--- config.mk ---
export PLATFORM = sky130hd
export DESIGN_NAME = tx_frame_arbiter
export DESIGN_NICKNAME = d
export VERILOG_FILES = /design/src/rtl/tx_frame_arbiter.sv
export SDC_FILE = /design/constraint.sdc
export NUM_CORES = 1
export LEC_CHECK = 0
export ABC_CLOCK_PERIOD_IN_PS = 2700
export CORE_ASPECT_RATIO = 0.6
export CORE_MARGIN = 8
export CORE_UTILIZATION = 49
export CTS_CLUSTER_DIAMETER = 200
export DETAILED_ROUTE_END_ITERATION = 7
export PLACE_DENSITY = 0.89
export SKIP_CTS_REPAIR_TIMING = 1
export SLEW_MARGIN = 20
export SYNTH_ARGS = -nofsm -noshare
export SYNTH_HDL_FRONTEND = slang
export SYNTH_SLANG_ARGS = --single-unit
--- constraint.sdc ---
create_clock -name i_clk -period 2.7 [get_ports i_clk]
set_input_delay 0.405 -clock i_clk [delete_from_list [all_inputs] [get_ports i_clk]]
set_output_delay 0.405 -clock i_clk [all_outputs]
set_load 0.005 [all_outputs]
--- src/rtl/tx_frame_arbiter.sv ---
`default_nettype none
// ============================================================================
// Module   : tx_frame_arbiter
// Brief    : Round-robin arbiter for three frame requesters feeding one UART
//            byte serializer, with an optional per-frame header byte.
// Revision : 1.0 - initial release
// ============================================================================
module tx_frame_arbiter #(
    parameter int HEADER_EN = 1
) (
    input  logic        i_clk,
    input  logic        rst,
    input  logic [2:0]  req,
    input  logic [47:0] req_data,
    input  logic [5:0]  req_len,
    output logic [2:0]  ack,
    output logic [2:0]  done,
    output logic [7:0]  tx_data,
    output logic        tx_go,
    input  logic        tx_ready,
    output logic        busy
);

    typedef enum logic [2:0] {
        ST_IDLE = 3'd0,
        ST_HDR  = 3'd1,
        ST_SEND = 3'd2,
        ST_WAIT = 3'd3,
        ST_DONE = 3'd4
    } state_t;

    localparam logic c_HDR_EN = (HEADER_EN != 0);

    state_t      r_state;
    state_t      w_state_nxt;
    logic [1:0]  r_last_grant;
    logic [1:0]  w_last_grant_nxt;
    logic [1:0]  r_id;
    logic [1:0]  w_id_nxt;
    logic [1:0]  r_len;
    logic [1:0]  w_len_nxt;
    logic [1:0]  r_cnt;
    logic [1:0]  w_cnt_nxt;
    logic        r_is_hdr;
    logic        w_is_hdr_nxt;
    logic [15:0] r_data;
    logic [15:0] w_data_nxt;
    logic [7:0]  r_tx_data;
    logic [7:0]  w_tx_data_nxt;
    logic        r_tx_go;
    logic        w_tx_go_nxt;
    logic [2:0]  r_ack;
    logic [2:0]  w_ack_nxt;
    logic [2:0]  r_done;
    logic [2:0]  w_done_nxt;

    logic [1:0]  w_grant_id;
    logic [15:0] w_grant_data;
    logic [1:0]  w_grant_len_raw;
    logic [1:0]  w_grant_len;

    // Round-robin search starts just after the previous winner.
    always_comb begin
        w_grant_id = 2'd0;
        case (r_last_grant)
            2'd0: begin
                if (req[1])      w_grant_id = 2'd1;
                else if (req[2]) w_grant_id = 2'd2;
                else             w_grant_id = 2'd0;
            end
            2'd1: begin
                if (req[2])      w_grant_id = 2'd2;
                else if (req[0]) w_grant_id = 2'd0;
                else             w_grant_id = 2'd1;
            end
            default: begin
                if (req[0])      w_grant_id = 2'd0;
                else if (req[1]) w_grant_id = 2'd1;
                else             w_grant_id = 2'd2;
            end
        endcase
    end

    always_comb begin
        w_grant_data    = req_data[15:0];
        w_grant_len_raw = req_len[1:0];
        case (w_grant_id)
            2'd0: begin
                w_grant_data    = req_data[15:0];
                w_grant_len_raw = req_len[1:0];
            end
            2'd1: begin
                w_grant_data    = req_data[31:16];
                w_grant_len_raw = req_len[3:2];
            end
            default: begin
                w_grant_data    = req_data[47:32];
                w_grant_len_raw = req_len[5:4];
            end
        endcase
        w_grant_len = (w_grant_len_raw == 2'd3) ? 2'd2 : w_grant_len_raw;
    end

    always_comb begin
        w_state_nxt      = r_state;
        w_last_grant_nxt = r_last_grant;
        w_id_nxt         = r_id;
        w_len_nxt        = r_len;
        w_cnt_nxt        = r_cnt;
        w_is_hdr_nxt     = r_is_hdr;
        w_data_nxt       = r_data;
        w_tx_data_nxt    = r_tx_data;
        w_tx_go_nxt      = r_tx_go;
        w_ack_nxt        = 3'b000;
        w_done_nxt       = 3'b000;

        case (r_state)
            ST_IDLE: begin
                if (req != 3'b000) begin
                    w_id_nxt   = w_grant_id;
                    w_data_nxt = w_grant_data;
                    w_len_nxt  = w_grant_len;
                    // Byte budget covers the header too, so WAIT needs one counter.
                    w_cnt_nxt  = w_grant_len + {1'b0, c_HDR_EN};
                    w_ack_nxt  = 3'b001 << w_grant_id;
                    if (c_HDR_EN)
                        w_state_nxt = ST_HDR;
                    else if (w_grant_len == 2'd0)
                        w_state_nxt = ST_DONE;
                    else
                        w_state_nxt = ST_SEND;
                end
            end
            ST_HDR: begin
                w_tx_data_nxt = {4'hA, r_id, r_len};
                w_tx_go_nxt   = 1'b1;
                w_is_hdr_nxt  = 1'b1;
                w_state_nxt   = ST_WAIT;
            end
            ST_SEND: begin
                w_tx_data_nxt = r_data[7:0];
                w_tx_go_nxt   = 1'b1;
                w_is_hdr_nxt  = 1'b0;
                w_state_nxt   = ST_WAIT;
            end
            ST_WAIT: begin
                if (tx_ready) begin
                    w_tx_go_nxt = 1'b0;
                    w_cnt_nxt   = r_cnt - 2'd1;
                    // The header is not part of the payload word.
                    if (!r_is_hdr)
                        w_data_nxt = {8'h00, r_data[15:8]};
                    w_state_nxt = (r_cnt == 2'd1) ? ST_DONE : ST_SEND;
                end
            end
            ST_DONE: begin
                w_done_nxt       = 3'b001 << r_id;
                w_last_grant_nxt = r_id;
                w_state_nxt      = ST_IDLE;
            end
            default: begin
                w_state_nxt = ST_IDLE;
            end
        endcase
    end

    always_ff @(posedge i_clk or negedge rst) begin
        if (!rst) begin
            r_state      <= ST_IDLE;
            r_last_grant <= 2'd2;
            r_id         <= 2'd0;
            r_len        <= 2'd0;
            r_cnt        <= 2'd0;
            r_is_hdr     <= 1'b0;
            r_data       <= 16'h0000;
            r_tx_data    <= 8'h00;
            r_tx_go      <= 1'b0;
            r_ack        <= 3'b000;
            r_done       <= 3'b000;
        end else begin
            r_state      <= w_state_nxt;
            r_last_grant <= w_last_grant_nxt;
            r_id         <= w_id_nxt;
            r_len        <= w_len_nxt;
            r_cnt        <= w_cnt_nxt;
            r_is_hdr     <= w_is_hdr_nxt;
            r_data       <= w_data_nxt;
            r_tx_data    <= w_tx_data_nxt;
            r_tx_go      <= w_tx_go_nxt;
            r_ack        <= w_ack_nxt;
            r_done       <= w_done_nxt;
        end
    end

    assign ack     = r_ack;
    assign done    = r_done;
    assign tx_data = r_tx_data;
    assign tx_go   = r_tx_go;
    assign busy    = (r_state != ST_IDLE);

endmodule
`default_nettype wire
==> results.toml <==
[synth]
postSynthCellCount = 237
synth-edff-count = 0
ys.warnings.count = 0
synth_top_cell_by_area = "sky130_fd_sc_hd__dfrtp_1"
postSynthNetCount = 298
dominantRegCellSynth = "sky130_fd_sc_hd__dfrtp_1"
synthDominantCellAreaShare = 0.4641
synth.cell_area_um2 = 2265
synth.top_cells.by_area = "sky130_fd_sc_hd__dfrtp_1 (46%), sky130_fd_sc_hd__nor2_1 (4.8%), sky130_fd_sc_hd__nand2_1 (3.8%), sky130_fd_sc_hd__a222oi_1 (3.5%), sky130_fd_sc_hd__a21oi_1 (3.1%)"
postSynthRegisterBits = 43
synth.yosys.seq_area_share = 0.4757
syn_area_per_cell_um2 = 9.556
ys_async_sr_fraction = 1.000
yosys.cell_types.count = 48

[run_status]
run_status = "finished, final reports clean"

[finish]
fin_area_um2 = 3126
antenna_fix_cells = 0
final_nets = 370
drive_gt1_frac = 0.08091
area.growth.synth_to_final_pct = 38.01
fill_cells = 356
fin_util = 0.6920

[clock_network]
cts-root-to-sink-buffers = 2
tritoncts_clock_tree = "done"
cts-buffers-inserted = 5
cts.reportedPaths.clkPinSlew_ns = 0.08
clock_latency_ns = 0.30
clockRootBuffer = "sky130_fd_sc_hd__clkbuf_8"
cts_max_level = 2
cts_sinks = 43

[worst_setup_path]
worst_ep_required_time_ns = 2.30
worst-r2r-cell-count = 4
r2r_end = "r_data[0]$_DFFE_PN0P_"
critPathKind = "flip-flop to output port"
cell_at_the_slowest_stage_of_the_critical_path = "sky130_fd_sc_hd__clkdlybuf4s50_1"
cp-end-kind = "output port"
cp_top_family = "buffers and inverters"
crit-reg2reg-launch = "r_state[2]$_DFFE_PN0P_"
worst_setup_path_start_kind = "flip-flop"
r2r_setup_slack_ns = 0.66
critical_path_arrival_ns = 1.72
critical_path.n_buffers_inverters = 2
max_stage_delay_ns = 0.45
crit_chain = "buf_4 -> or3_4 -> clkdlybuf4s50_1"
worst-path-max-fanout = 25

[global_route]
overall_global_routing_usage = 0.1833
grt_pass1_vias = 2118
antenna_found_initial = 0
grt_max_degree = 44
grt_overflow = 0
grt_first_pass_wirelength_um = 10470

[timing]
finalSetupTns_ns = 0
post_layout_minimum_cycle_time_ns = 2.122
max_slew.worst_pin.slew_ns = 0.9239
worst_slew_margin_rel = 0.3841
finalHoldViolations = 0
final.period_utilization = 0.7858
rsz0062_at_grt = "no"
maxSlewViolCount = 0
final_setup_violation_count = 0
worst_case_setup_margin_in_the_final_layout_ns = 0.5782
finClkSkew_ns = 0.004114
fmax_mhz = 471.3

[power_and_ir_drop]
net-switching-power_w = 0.001162
intPower_w = 0.001796
power_w = 0.002957
ir_worst_vdd_mv = 0.3987
sw_frac_of_total = 0.3929
lkg_pwr_nw = 1.338
clock_power_share = 0.139
power.share.combinational = 0.483
powerDensity_nw_per_um2 = 946.2
seq_power_share = 0.379

[place]
port_buffers = 75
post_dp_cell_area_um2 = 3038
place_worst_setup_slack_ns = 0.3191
detailedPlacementHpwl_um = 4794
finalWeightedCongestion = 0.9052

[floorplanning]
die_w_um = 103.8
die-area_um2 = 7125
num_rows = 19
floorplan.core_area_um2 = 4517
floorplan.die.height_um = 68.66
initial_utilization = 0.5014
io_pins = 76

[detailed_routing]
drc = 0
num_vias = 2196
dr.pass1.iters = 5
vias_per_cell = 5.903
drt_iter0_markers = 176
antenna_violating_nets_post_route = 0
drt_wl_total_um = 6342
wl_per_cell_um = 17.05

[job]
maxCapViolCount = 0

[hold_path]
min_path_type = "input pin to asynchronous set/reset pin"
==> registers in the layout, indices dropped and copies added (netlist names) <==
| name | count |
|---|---|
| r_id | 2 |
| r_data | 16 |
| done | 3 |
| tx_data | 8 |
| r_state | 3 |
| ack | 3 |
| tx_go | 1 |
| r_len | 2 |
| r_last_grant | 2 |
| r_cnt | 2 |
| r_is_hdr | 1 |
==> final cells by class <==
type | count | area [um^2] | share of cell area
multi-input cells | 174 | 1080 | 0.3455
repair buffers | 80 | 783.3 | 0.2506
clock inverters | 1 | 5.005 | 0.001601
clock buffers | 6 | 82.58 | 0.02642
well taps | 63 | 78.83 | 0.02522
inverters | 5 | 18.77 | 0.006005
flip-flops and latches | 43 | 1077 | 0.3447
==> kinds of logic after synthesis <==
kind of cell,Yosys count,share of synthesized area
buffers and inverters,20,0.04751
muxes,2,0.009944
AOI/OAI and AO/OA,89,0.2856
and+or+nand+nor,82,0.1757
DFF,43,0.4757
adders and majority gates,1,0.005524
==> worst max-delay path by stage <==
stage | startpoint | endpoint | slack, ns | depth (start not counted)
finish | r_state[0]$_DFFE_PN0P_ | busy | 0.58 | 3
floorplan | r_last_grant[1]$_DFFE_PN1P_ | r_cnt[1]$_DFFE_PN0P_ | 0.87 | 7
CTS | r_state[0]$_DFFE_PN0P_ | busy | 0.57 | 3
global placement | req[0] | r_data[1]$_DFFE_PN0P_ | 0.37 | 5
global route | r_state[2]$_DFFE_PN0P_ | r_data[0]$_DFFE_PN0P_ | 0.50 | 4
detailed placement | req[1] | r_data[0]$_DFFE_PN0P_ | 0.32 | 5
==> per-layer routing <==
layer / vias to the layer above / global-route usage / part of all wire
met4: 0 / 0.07335 / 0.019
li1: 1032 / - / -
met3: 9 / 0.06494 / 0.10
met2: 113 / 0.2615 / 0.42
met5: - / 0 / 0
met1: 1042 / 0.2503 / 0.46
==> power by group through the flow <==
| stage | combinational (W) | clock, W | sequential [W] |
|---|---|---|---|
| final | 0.00143 | 0.000410 | 0.00112 |
| after global routing | 0.00159 | 0.000452 | 0.00116 |
| after CTS | 0.00142 | 0.000418 | 0.00112 |
| after detailed placement | 0.00141 | 0 | 0.00113 |
| after global placement | 0.00137 | 0 | 0.00111 |
| after floorplan | 0.00101 | 0 | 0.00107 |
==> per-stage QoR <==
| stage | cells | hold slack, ns |
|---|---|---|
| final | 372 | 0.2369 |
| after detailed placement | 365 | 0.4772 |
| after global routing | 372 | 0.3242 |
| after floorplan | 237 | 0.1094 |
| after global placement | 365 | 0.4652 |
| after CTS | 372 | 0.2698 |
==> Yosys cell counts (4+ instances only) <==
cell,n
sky130_fd_sc_hd__a21o_1,9
sky130_fd_sc_hd__o31ai_1,4
sky130_fd_sc_hd__or3_1,4
sky130_fd_sc_hd__nand2_1,23
sky130_fd_sc_hd__a22o_1,6
sky130_fd_sc_hd__nor2_1,29
sky130_fd_sc_hd__o31ai_2,4
sky130_fd_sc_hd__a222oi_1,8
sky130_fd_sc_hd__a21oi_1,14
sky130_fd_sc_hd__buf_2,4
sky130_fd_sc_hd__clkbuf_1,6
sky130_fd_sc_hd__o21ai_0,9
sky130_fd_sc_hd__inv_1,4
sky130_fd_sc_hd__o21ai_1,9
sky130_fd_sc_hd__o22ai_1,6
sky130_fd_sc_hd__a221oi_1,8
sky130_fd_sc_hd__dfrtp_1,42
==> layout by cell type (no fill, tap or decap), types with 8 or more instances in the layout <==
cell,instances
sky130_fd_sc_hd__nor2_1,29
sky130_fd_sc_hd__a21o_1,9
sky130_fd_sc_hd__clkdlybuf4s50_1,74
sky130_fd_sc_hd__nand2_1,23
sky130_fd_sc_hd__a21oi_1,14
sky130_fd_sc_hd__o21ai_1,9
sky130_fd_sc_hd__a221oi_1,8
sky130_fd_sc_hd__dfrtp_1,42
sky130_fd_sc_hd__o21ai_0,9
sky130_fd_sc_hd__a222oi_1,8
Power figures use the tool's default switching activity.
==> patch 1 (same flow settings) <==
Encoding of `state_t`: now Gray code (3 bits for 5 states).
--- a/src/rtl/tx_frame_arbiter.sv
+++ b/src/rtl/tx_frame_arbiter.sv
@@ -22,11 +22,11 @@
 );
 
     typedef enum logic [2:0] {
-        ST_IDLE = 3'd0,
-        ST_HDR  = 3'd1,
-        ST_SEND = 3'd2,
-        ST_WAIT = 3'd3,
-        ST_DONE = 3'd4
+        ST_IDLE = 3'b000,
+        ST_HDR  = 3'b001,
+        ST_SEND = 3'b011,
+        ST_WAIT = 3'b010,
+        ST_DONE = 3'b110
     } state_t;
 
     localparam logic c_HDR_EN = (HEADER_EN != 0);
Formal check against the unedited RTL: no difference found for any inputs over 10 cycles, from zero or initial values and one cycle with rst low; not proved beyond that.
==> patch 1 against the original RTL <==
- worst setup slack got worse by 0.15 ns
- highest routed layer unchanged
- sequential cell count unchanged
- power increased by 4.6%
- design area decreased by 2.2%
- sequential share of layout area increased by 0.78 points
- combinational power increased by 5%
- routed wire length decreased by 0.55%
- first-iteration DRC count decreased by 34%
- synthesized area decreased by 3.3%
- non-clock buffer count unchanged
==> patch 1: results (changes against the original RTL) <==
* Status: finished, final reports clean
* Layout net count at 349 (-5.7%)
* Post-DP HPWL at 4.78 mm (-0.23%)
* Top cells by count, synth: dfrtp_1 (42), nand2_1 (33), nor2_1 (17)
* Synth top area cells: dfrtp_1 (48%), nand2_1 (5.7%), a222oi_1 (3.7%)
* Crit path max-delay family: simple AND/OR/NAND/NOR gates
* M1 GR Usage at 24.5% (-0.50 points)
* Via Count at 2024 (-7.8%)
* CP peak stage delay at 0.61 ns (+0.16 ns)
* Routability cong. at 0.842 (-7.0%)
* Grt met3 use at 5.54% (-0.96 points)
* Share of cells above drive strength 1 at 9.00% (+0.91 points)
* TritonCTS Buffers at 5 (unchanged)
* CP arrival at 2.43 ns (+0.71 ns)
* P_leak at 1.35 nW (+0.80%)
* Share of the yosys chip area belonging to registers at 49.2% (+1.6 points)
* Total track usage at 18.9% (+0.58 points)
* Fill count at 297 (-17%)
* Worst-path fanout max at 17 (-32%)
* Placed cell areas at 2950 µm² (-2.9%)
* First-pass DRT Iterations at 5 (unchanged)
* Peak VDD IR at 0.519 mV (+30%)
* Met2 global-route usage at 29.3% (+3.1 points)
* Internal power at 1.87 mW (+3.9%)
* Clock Skews at 0.0113 ns (+0.00714 ns)
* First-pass GRT wire length at 10.1 mm (-3.6%)
* Critical path's slowest cell: or3_1
* Clk_lat worst skew at 0.30 ns (about the same)
* Number of flip-flops under the largest register name at 16 (unchanged)
* Worst rel slew slack at 38.3% (-0.14 points)
* Area delta synth->final at 39.6%
* Yosys cell types at 41 (-15%)
* Htree depth at 2 (unchanged)
* Vias in the first global route at 2084 (-1.6%)
* Starting DRT DRC Count at 117 (-34%)
* Mean routed wirelength per cell at 18.1 µm (+6.0%)
* Syn Nets at 278 (-6.7%)
patch 1: cell types whose count changed in the layout (fill, tap and decap cells not counted), moves of 4 or more:
cell,change
o22ai_1,-6
nand2b_1,+4
mux2i_1,+4
nand2_1,+10
nor2_1,-12
a22o_1,-5
a21oi_1,-12
patch 1: metal layers:
metal,routed length [µm],part of all wire [%],up-vias
met2,2870,46,100
li1,-,-,931
met4,106,1.7,0
met1,2770,44,981
met3,558,8.8,12
met5,0,0,-
patch 1: cell type report:
| type | instances | share of cell area [%] |
|---|---|---|
| Sequential cell | 43 | 35.2 |
| Multi-Input combinational cell | 154 | 32.7 |
| Timing Repair Buffer | 80 | 25.6 |
| Clock buffer | 7 | 2.50 |
| Tap cell | 60 | 2.46 |
| Clock inverter | 1 | 0.982 |
| Inverter | 4 | 0.491 |
patch 1: metrics by stage:
| stage | setup WS [ns] | cells | hold WS (ns) |
|---|---|---|---|
| 2_1_floorplan | 0.850 | 217 | 0.109 |
| 3_3_place_gp | 0.208 | 341 | 0.457 |
| 3_5_place_dp | 0.130 | 341 | 0.464 |
| 4_1_cts | 0.429 | 349 | 0.264 |
| 5_1_grt | 0.321 | 349 | 0.317 |
| 6_report | 0.433 | 349 | 0.238 |
patch 1: logic make-up after synthesis:
group | count (synthesis) | share of synthesized area, %
compound gates | 66 | 23.4
fa+ha+maj | 1 | 0.571
flops | 43 | 49.2
mux | 9 | 4.40
simple gates | 78 | 17.3
buf+inv | 20 | 5.14
patch 1: final timing paths:
check	startpoint	end	slack [ns]	cells after the start
worst max-delay path	req[0]	r_data[2]	0.43	5
worst min-delay path	rst	tx_data[2]	0.24	1
worst max register to register	r_state[1]	r_data[2]	0.51	4
worst min register to register	tx_go	tx_go	0.48	2
max in group asynchronous	rst	r_data[9]	1.88	1
min in group i_clk	tx_go	tx_go	0.48	2
patch 1: worst register-to-register path: cells and delay by family, from the launching register on:
kind | cells | cell delay, ns
AOI/OAI and AO/OA | 2 | 0.83
DFF | 1 | 0.66
and+or+nand+nor | 2 | 0.59
patch 1: power by group through the flow:
stage	Sequential (mW)	Clock [mW]	Combinational [mW]
after floorplan	1.02	0	1.09
after global placement	1.09	0	1.41
after detailed placement	1.11	0	1.47
after CTS	1.10	0.500	1.50
after global routing	1.13	0.525	1.64
final	1.10	0.494	1.50
==> patch 2 (same settings) <==
Made on the original files. Set the parameter `HEADER_EN` to 0 (it was 1).
--- a/src/rtl/tx_frame_arbiter.sv
+++ b/src/rtl/tx_frame_arbiter.sv
@@ -6,7 +6,7 @@
 // Revision : 1.0 - initial release
 // ============================================================================
 module tx_frame_arbiter #(
-    parameter int HEADER_EN = 1
+    parameter int HEADER_EN = 0
 ) (
     input  logic        i_clk,
     input  logic        rst,
Behaviour: not the same (Yosys sat finds a counterexample within 4 cycles, from zero or initial values and one cycle with rst low).
==> patch 2 against the original RTL <==
- routed wire length increased by 9.8%
- sequential cell count unchanged
- power increased by 9.8%
- global-route usage increased by 0.28 points
- design area increased by 6.4%
- critical path depth increased by 4
- clock power increased by 43%
- highest routed layer unchanged
- synthesized area increased by 6.1%
- worst setup slack got worse by 0.025 ns
- largest cell class unchanged
==> patch 2: results (changes against the original RTL) <==
* First-pass DRT Iterations at 4 (-1)
* Syn Nets at 329 (+10%)
* Compound-Gate Fraction of Synth Area at 25.7% (-2.8 points)
* Mean routed wirelength per cell at 17.2 µm (+0.89%)
* Vias in the first global route at 2359 (+11%)
* Starting DRT DRC Count at 189 (+7.4%)
* Share of the yosys chip area belonging to registers at 44.8% (-2.7 points)
* Routability cong. at 0.871 (-3.8%)
* Synthesized-area fraction occupied by xor and xnor cells at 0% (unchanged)
* Peak VDD IR at 0.396 mV (-0.71%)
* Met2 global-route usage at 27.9% (+1.7 points)
* CP arrival at 2.34 ns (+0.62 ns)
* Synth top area cells: dfrtp_1 (44%), a21oi_1 (5.0%), nand3_1 (5.0%)
* Share of cells above drive strength 1 at 7.60% (-0.49 points)
* Status: finished, final reports clean
* Grt met3 use at 7.42% (+0.92 points)
* Post-DP HPWL at 5.37 mm (+12%)
* Via density at 5.92 (+0.22%)
* P_leak at 1.40 nW (+5.0%)
* Layout net count at 402 (+8.6%)
* Post-synthesis mux area share at 1.51% (+0.52 points)
* Worst-Margin Slew at 0.922 ns (-0.00219 ns)
* First-pass GRT wire length at 11.2 mm (+7.0%)
* Top cells by count, synth: dfrtp_1 (42), a21oi_1 (24), nand3_1 (24)
* Asr flop ratio synth at 100% (unchanged)
* Clock root buffer: clkbuf_8
* Yosys cell types at 47 (-2.1%)
* Clock Skews at 0.00748 ns (+0.00337 ns)
* Antenna violations before repair at 0 (unchanged)
* M1 GR Usage at 23.9% (-1.1 points)
* Total track usage at 18.6% (+0.28 points)
* Worst-path fanout max at 19 (-24%)
* Post-Synth Adder-Cell Area at 0.521% (-0.032 points)
==> patch 2: metal layers <==
layer	wire (µm)	up-vias	share of wire, %
met2	3080	114	44
met3	843	11	12
met5	0	-	0
met4	97	0	1.4
met1	2940	1134	42
li1	-	1137	-
==> patch 2: cell families after synthesis <==
group | after synthesis
flops | 43
buf+inv | 25
simple gates | 103
compound gates | 93
mux | 3
fa+ha+maj | 1
==> patch 2: path summary, 6_finish.rpt <==
check / start / endpoint / slack [ns] / cells after the start
min in group i_clk: r_len[1] / r_len[1] / 0.51 / 1
setup reg to reg: r_last_grant[1] / r_data[9] / 0.59 / 4
max in group asynchronous: rst / r_data[10] / 1.88 / 1
hold reg to reg: r_len[1] / r_len[1] / 0.51 / 1
hold / removal: rst / tx_data[2] / 0.24 / 1
setup / recovery: req[1] / r_data[7] / 0.55 / 7
==> patch 2: stage by stage <==
step                setup WS, ns  util, %  hold WS, ns  instance area (µm²)  instances
CTS                        0.572     71.7        0.267                 3330        405
detailed placement         0.287     68.9        0.494                 3190        397
global placement           0.372     68.9        0.471                 3190        397
global route               0.410     71.7        0.316                 3330        405
finish                     0.553     71.7        0.238                 3330        405
floorplan                  0.837        -        0.109                 2400        268
==> patch 2: report_power, final <==
group,switching [mW],internal [mW],total (mW)
clock network,0.217,0.370,0.586
logic,0.821,0.732,1.55
registers,0.201,0.907,1.11
total,1.24,2.01,3.25
==> patch 2: layout make-up <==
class                      instances  area, µm²
fill                             360       1310
multi-input combinational        200       1200
sequential                        43       1080
timing repair buffer              83        806
tap                               63       78.8
clock buffer                       6       72.6
clock inverter                     2       60.1
inverter                           8       30.0
==> patch 2: worst max-delay path, stage by stage <==
cell             delay [ns]
clkdlybuf4s50_1        0.61
nor3_2                 0.40
nor2_4                 0.16
nor2_1                 0.24
buf_4                  0.22
nor3_1                 0.07
a221oi_1               0.24
